--- src/rtl/voice_allocator.sv ---
// Voice scheduler: steers song notes to one of the note_player voices, stealing
// the oldest busy voice when none is free, and counts beats for advance instructions.
module voice_allocator #(
  parameter int NUM_VOICES = 3,
  parameter int AGE_WIDTH  = 2
) (
  input  logic                  clk,
  input  logic                  reset,
  input  logic                  play_enable,
  input  logic                  beat,
  input  logic                  note_in_valid,
  input  logic [15:0]           note_in,
  output logic                  note_in_ready,
  output logic                  note_done,
  input  logic [NUM_VOICES-1:0] voice_done,
  output logic [NUM_VOICES-1:0] voice_load,
  output logic [5:0]            voice_note,
  output logic [5:0]            voice_duration,
  output logic [NUM_VOICES-1:0] voice_busy,
  output logic                  stolen
);

  localparam int VW = $clog2(NUM_VOICES);

  typedef enum logic [1:0] {IDLE, ISSUE, WAIT} state_t;

  state_t                state_q;
  logic [5:0]            cnt_q;
  logic [AGE_WIDTH-1:0]  age_q [NUM_VOICES];
  logic [NUM_VOICES-1:0] busy_q;
  logic [NUM_VOICES-1:0] load_q;
  logic                  done_q;
  logic                  stolen_q;
  logic [5:0]            note_q;
  logic [5:0]            dur_q;
  logic [VW-1:0]         victim;
  logic                  found;

  // Lowest free voice first; otherwise the oldest busy voice, ties to lowest index.
  always_comb begin
    victim = '0;
    found  = 1'b0;
    for (int unsigned i = 0; i < NUM_VOICES; i++) begin
      if (!found && !busy_q[i]) begin
        victim = VW'(i);
        found  = 1'b1;
      end
    end
    if (!found) begin
      for (int unsigned i = 1; i < NUM_VOICES; i++) begin
        if (age_q[i] > age_q[victim]) victim = VW'(i);
      end
    end
  end

  always_ff @(posedge clk) begin
    if (reset) begin
      state_q  <= IDLE;
      cnt_q    <= '0;
      busy_q   <= '0;
      load_q   <= '0;
      done_q   <= 1'b0;
      stolen_q <= 1'b0;
      note_q   <= '0;
      dur_q    <= '0;
      for (int unsigned i = 0; i < NUM_VOICES; i++) age_q[i] <= '0;
    end else begin
      load_q   <= '0;
      done_q   <= 1'b0;
      stolen_q <= 1'b0;
      for (int unsigned i = 0; i < NUM_VOICES; i++) begin
        if (load_q[i])          busy_q[i] <= 1'b1;
        else if (voice_done[i]) busy_q[i] <= 1'b0;
        if (load_q[i] || !busy_q[i]) age_q[i] <= '0;
        else if ((|load_q) && (age_q[i] != '1)) age_q[i] <= age_q[i] + AGE_WIDTH'(1);
      end
      case (state_q)
        IDLE: begin
          if (play_enable && note_in_valid) begin
            if (note_in[15]) begin
              if (note_in[8:3] == 6'd0) begin
                done_q  <= 1'b1;
                state_q <= ISSUE;
              end else begin
                cnt_q   <= note_in[8:3];
                state_q <= WAIT;
              end
            end else begin
              done_q  <= 1'b1;
              state_q <= ISSUE;
              if (note_in[14:9] != 6'd0) begin
                load_q   <= NUM_VOICES'(1) << victim;
                stolen_q <= busy_q[victim];
                note_q   <= note_in[14:9];
                dur_q    <= note_in[8:3];
              end
            end
          end
        end
        ISSUE: state_q <= IDLE;
        WAIT: begin
          if (play_enable && beat) begin
            cnt_q <= cnt_q - 6'd1;
            if (cnt_q == 6'd1) begin
              done_q  <= 1'b1;
              state_q <= ISSUE;
            end
          end
        end
        default: state_q <= IDLE;
      endcase
    end
  end

  assign note_in_ready  = (state_q == IDLE) & play_enable;
  assign note_done      = done_q;
  assign voice_load     = load_q;
  assign voice_note     = note_q;
  assign voice_duration = dur_q;
  assign voice_busy     = busy_q;
  assign stolen         = stolen_q;

endmodule

--- config.mk ---
export PLATFORM = sky130hd
export DESIGN_NAME = voice_allocator
export DESIGN_NICKNAME = d
export VERILOG_FILES = /design/src/rtl/voice_allocator.sv
export SDC_FILE = /design/constraint.sdc
export NUM_CORES = 1
export LEC_CHECK = 0
export CAP_MARGIN = 25
export CORE_UTILIZATION = 49
export CTS_CLUSTER_SIZE = 14
export DETAILED_ROUTE_END_ITERATION = 12
export GPL_TIMING_DRIVEN = 1
export HOLD_SLACK_MARGIN = 0.05
export PLACE_DENSITY_LB_ADDON = 0.25
export SETUP_SLACK_MARGIN = 0.05
export SLEW_MARGIN = 20
export SYNTH_ARGS = -nofsm -noshare
export SYNTH_HDL_FRONTEND = slang
export SYNTH_SLANG_ARGS = --single-unit
--- constraint.sdc ---
create_clock -name clk -period 3.8 [get_ports clk]
set_input_delay 0.76 -clock clk [delete_from_list [all_inputs] [get_ports clk]]
set_output_delay 0.76 -clock clk [all_outputs]
set_load 0.01 [all_outputs]
==> results of run 1 <==
per-stage QoR:
| step | hold WS (ns) | total power, mW | worst slack (ns) |
|---|---|---|---|
| global route | 0.504 | 0.821 | 0.333 |
| floorplan | 0.453 | 0.458 | 0.637 |
| global placement | 0.457 | 0.510 | 0.629 |
| finish | 0.480 | 0.785 | 0.623 |
| detailed placement | 0.468 | 0.512 | 0.617 |
| CTS | 0.480 | 0.789 | 0.614 |
kinds of logic (layout without fill, tap and decap cells):
kind of cell / Yosys count / count (layout)
flops: 34 / 34
compound gates: 51 / 51
xor+xnor: 1 / 1
fa+ha+maj: 9 / 9
simple gates: 82 / 82
buf+inv: 20 / 67
mux: 12 / 12
where the power goes:
group          switching, mW  internal [mW]
registers            0.00977          0.376
clock network          0.136          0.146
logic                 0.0573         0.0612
tightest hold or removal path, cell delays in order, from the launching register on:
cell      delay, ns
dfxtp_1        0.31
nand2b_1       0.07
a21oi_1        0.06
per-layer routing:
metal	GRT usage, %	wire (um)	vias to the layer above
met5	0	0	-
met4	10.2	78	0
met3	5.71	235	7
met2	35.4	1840	41
met1	30.5	1930	774
li1	-	-	854
cell type report:
cell class                      instances  area share (%)
Clock buffer                            6            3.37
Clock inverter                          2           0.510
Inverter                               13            1.99
Multi-Input combinational cell        155            43.2
Sequential cell                        34            30.2
Tap cell                               48            2.45
Timing Repair Buffer                   46            18.3
synthesized netlist by cell type (all sizes together), types with 2 or more instances:
library cell	count	area share (%)
nor2b	4	1.3
a22oi	2	0.80
a22o	3	1.4
edfxtp	6	9.6
a211oi	5	2.7
buf	2	0.86
o211ai	5	2.3
nor3	3	0.80
and3b	2	0.93
o32ai	4	1.9
a21oi	18	4.8
nor4	8	3.0
nand2b	11	3.6
nand2	15	3.0
clkbuf	5	1.0
o21ai	8	2.9
nor4b	3	1.4
nor2	26	5.2
inv	13	2.6
and2	2	0.66
ha	9	6.0
mux2i	12	6.4
dfxtp	28	30
sequential cells by signal (all words and copies together), names as in the netlist:
| name | flops |
|---|---|
| voice_note | 6 |
| voice_load | 3 |
| state_q | 2 |
| stolen | 1 |
| age_q | 6 |
| cnt_q | 6 |
| voice_duration | 6 |
| voice_busy | 3 |
| note_done | 1 |
worst min-delay path by stage:
stage	depth (start not counted)	endpoint	slack, ns
final	2	voice_note[4]	0.48
after detailed placement	2	voice_note[4]	0.47
after floorplan	2	cnt_q[5]	0.45
after CTS	2	voice_note[4]	0.48
after global placement	2	voice_note[4]	0.46
after global routing	2	cnt_q[5]	0.50
==> run metrics, run 1 <==
placed cell count between 200 and 300; slew margin rel. roughly 43%; main combinational cell family by area after synthesis simple AND/OR/NAND/NOR gates; GRT overflow 0; CTS root buf clkbuf_8; Leak Pwr a little over 0.9 nW; Setup Skew ~0.009 ns; most common cell after layout, fill and taps aside clkdlybuf4s50_1; Worst-Skew Late Latency slightly below 0.3 ns; Buf+Inv Stages, Crit Path 3; Placed Area around 2400 um2; register area 741 um2; H-tree depth 2; Starting Density 51.1%; routed wire length between 4 and 5 mm; worst r2r src voice_busy[0]; Critical Path AT around 2.4 ns; Pwr Density between 300 and 400 nW/um2; simple-gate area share of the yosys netlist 24.1%; crit path max fanout 8; CP endpoint note_in_ready; CP Launch Point play_enable; Top delay family on crit path buffers and inverters; Die Ht 64.0 um; Cell Count, Final, Fillers Out between 300 and 400; Remaining DRCs 0; Resized Gates After CTS 0; post-synthesis mux area share 6.37%; ANT cells 0; Synth async-reset ratio 0%; Cell Rows 22; first-pass GRT wire length approximately 7.4 mm; Crit path required time just over 3 ns; wire per inst between 10 and 15 um; Multi-input gate area ~1100 um2; Buffers on Ports 41; WS Path Type primary input to primary output; CTS Hold Bufs 0; sequential share of the synthesized area about two fifths; final worst path period share between 80% and 90%; Most common cell on crit path clkdlybuf4s50_1; initial drt markers 103; Slowest cell on crit path clkdlybuf4s50_1; Synth Cell Area about 1900 um2; Post-Synth XOR/XNOR Area 0.464%; vias in the first global route approximately 1600; Synthesis Warnings 0; Routed Antenna Nets 0; syn_area_per_cell about 9 um2; outcome finished clean; postcts setup bufs 0; RSZ-0062 raised after global routing false; final hold viol count 0; Hold WC Path Type flop to flop; Ports 45; Peak supply drop between 200 and 300 uV; Clock Path Buffers 2; flop2flop setup slack around 0.64 ns; Synth Area in Compound Gates approximately 19%; endpoints failing setup 0; clock net sink count 34; actual transition at the worst max-transition pin between 0.8 and 0.9 ns; CTS tree done; core area around 3700 um2; Netlist cell types between 40 and 50; syn nets roughly 240; Total GRT Usage 23.1%; cell area after layout between 2000 and 2500 um2; EDFF count, synth 6; fillers roughly 310; DPL Wire Length around 3 mm; pin count of the biggest net entering global routing 31; Vias/cell approximately 5.5; GP Congestion 0.803; Fin Setup TNS 0 ns; CP startpoint kind primary input; clock transition at the registers of the reported paths roughly 0.070 ns; P&R area growth vs syn 30.1%; Num CTS Buffers 5; Final Critical Period roughly 3.2 ns; post-synthesis adder-cell area fraction 5.97%; total die area between 4000 and 5000 um2; initial antenna violation count 0; Util after Layout approximately 67%; Reg2Reg Depth 14; hold path start voice_note[4]; drt first pass iters 5; Crit Reg-Reg Endpoint voice_load[1]; fin. max-slew vios 0; ys flop type dfxtp_1; crit-path cells clkdlybuf4s50_1 > and2b_1 > nand2_1 > inv_1 > clkdlybuf4s50_1; Cells after Synth about 210; max incr delay on CP about 0.58 ns; register bit total from synthesis 34; routed via count about 1700; crit end category primary output; commonest non-fill, non-tap cells in the layout clkdlybuf4s50_1 (41), dfxtp_1 (28), nor2_1 (26); max frequency 315 MHz; max cap viols 0; WP depth 5; die extent in x 64.0 um; layout cells sized above 1 ~8.2%; final net count 288
Power figures use the tool's default switching activity.
==> inputs of run 2 (changes only) <==
==> constraint.sdc (replaced) <==
create_clock -name clk -period 3.15 [get_ports clk]
set_input_delay 0.63 -clock clk [delete_from_list [all_inputs] [get_ports clk]]
set_output_delay 0.63 -clock clk [all_outputs]
set_load 0.01 [all_outputs]
==> run 2 against run 1 <==
  * Clock power up 10%
  * Non-clock buffer count up 4
  * Via count up 0.60%
  * Cell count up 1.3%
  * Critical endpoint is now voice_load[1]
  * Largest power group unchanged
==> run metrics, run 2 (same netlist as run 1, synthesis figures left out) <==
outcome finished clean; Final Critical Period between 2 and 3 ns; Slowest cell on crit path dfxtp_1; die extent in x about 64 um; Placed Area between 2000 and 2500 um2; actual transition at the worst max-transition pin between 0.4 and 0.5 ns; first-pass GRT wire length 6.77 mm; Die Ht approximately 64 um; GRT busiest layer met2; H-tree depth 2; routed via count between 1500 and 2000; Remaining DRCs 0; Resized Gates After CTS 0; Cell Rows 22; initial drt markers 63; routed wire length 4.11 mm; final net count 292; endpoints failing setup 0; core area between 3000 and 4000 um2; Crit Reg-Reg Endpoint voice_load[1]; postcts setup bufs 0; GRT overflow 0; CTS Hold Bufs 0; Hold Path End voice_note[4]; Ports 45; RSZ-0062 raised after global routing false; Setup Skew between 0.007 and 0.008 ns; DPL Wire Length 3.06 mm; CTS tree done; final setup margin 0.308 ns; Util after Layout between 60% and 70%; ANT cells 0; clock transition at the registers of the reported paths ~0.070 ns; met2 usage roughly a third; Critical Path AT slightly above 3 ns; CP startpoint kind flop; Total GRT Usage 21.4%; CTS root buf clkbuf_8; max incr delay on CP around 0.38 ns; max cap viols 0; WHS Path Cells 2; final worst path period share 90.2%; pin count of the biggest net entering global routing 23; met1 usage a little over a quarter; Pwr Density ~370 nW/um2; Vias/cell 5.47; slew margin rel. between 60% and 70%; cell area after layout roughly 2500 um2; flop2flop setup slack a little over 0.3 ns; total die area a little over 4000 um2; Crit path required time about 3.4 ns; Num CTS Buffers 5; Starting Density roughly half; commonest non-fill, non-tap cells in the layout clkdlybuf4s50_1 (41), dfxtp_1 (28), nor2_1 (26); Routed Antenna Nets 0; crit-path cells nor2b_1 > buf_4 > mux2i_1 > o21ai_0 > ha_1 > nand2_1 > o21ai_1 > buf_4 > a22oi_1 > ha_1 > nor2b_1 > o21ai_2 > or3b_1 > a21oi_1; most common cell after layout, fill and taps aside clkdlybuf4s50_1; WS Path Type flop to flop; crit end category flop; hold path start voice_note[4]; clock net sink count 34; fin. max-slew vios 0; worst r2r src voice_busy[0]; met3 Use GR 6.07%; wire per inst roughly 13 um; initial antenna violation count 0; final hold viol count 0; vias in the first global route about 1500; Hold WC Path Type flop to flop; Reg2Reg Depth 14; layout cells sized above 1 a little under a tenth; Fin Setup TNS 0 ns; max frequency about 350 MHz; drt first pass iters 4; GP Congestion 0.800; Leak Pwr roughly 0.93 nW; Buffers on Ports 41; P&R area growth vs syn 31.2%; Clock Path Buffers 2; Peak supply drop roughly 280 uV; worst slack, placed about 0.18 ns; crit path max fanout 4; Worst-Skew Late Latency roughly 0.28 ns
-- run 2: where the power goes --
part | internal (mW) | total [mW] | switching [mW]
clock network | 0.157 | 0.309 | 0.152
registers | 0.453 | 0.465 | 0.0120
logic | 0.0765 | 0.146 | 0.0698
total | 0.687 | 0.921 | 0.234
-- run 2: per-stage QoR --
stage          cells  hold slack [ns]  power (mW)
2_1_floorplan    209            0.453       0.552
3_3_place_gp     300            0.458       0.618
4_1_cts          308            0.475       0.924
6_report         308            0.471       0.921
5_1_grt          308            0.499       0.962
3_5_place_dp     300            0.467       0.620
-- run 2: how the worst max path moves through the flow --
stage | from | end | slack [ns] | cells past startpoint
after floorplan | voice_busy[1] | voice_load[1] | 0.1 | 15
after global placement | voice_busy[0] | voice_load[1] | 0.22 | 13
after detailed placement | voice_busy[0] | voice_load[1] | 0.18 | 13
after CTS | voice_busy[0] | voice_load[1] | 0.14 | 13
after global routing | voice_busy[0] | voice_load[1] | 0.11 | 14
final | voice_busy[0] | voice_load[1] | 0.31 | 14
-- run 2: routing by layer --
metal  wire, um  part of all wire, %  up-vias
met4         27                 0.66        0
li1           -                    -      855
met5          0                    0        -
met2       1930                   47       47
met3        235                  5.7        4
met1       1920                   47      780
-- run 2: cell type report --
| class | instances | area, um2 |
|---|---|---|
| Clock buffer | 8 | 80.1 |
| Inverter | 13 | 48.8 |
| Timing Repair Buffer | 50 | 478 |
| Fill cell | 311 | 1210 |
| Tap cell | 48 | 60.1 |
| Multi-Input combinational cell | 155 | 1070 |
| Sequential cell | 34 | 741 |
-- run 2: worst max-delay path: cells and delay by family (launching register included) --
kind | cells | cell delay (ns)
DFF | 1 | 0.38
AOI/OAI and AO/OA | 5 | 0.64
adders and majority gates | 2 | 0.54
buffers and inverters | 2 | 0.30
muxes | 1 | 0.17
and+or+nand+nor | 4 | 0.74
==> inputs of run 3 (changes only) <==
--- a/config.mk
+++ b/config.mk
@@ -5,6 +5,7 @@
 export SDC_FILE = /design/constraint.sdc
 export NUM_CORES = 1
 export LEC_CHECK = 0
+export ABC_CLOCK_PERIOD_IN_PS = 3150
 export CAP_MARGIN = 25
 export CORE_UTILIZATION = 49
 export CTS_CLUSTER_SIZE = 14
==> results of run 3 <==
Same layout as run 2: the final DEF is identical, and so are final timing and power.
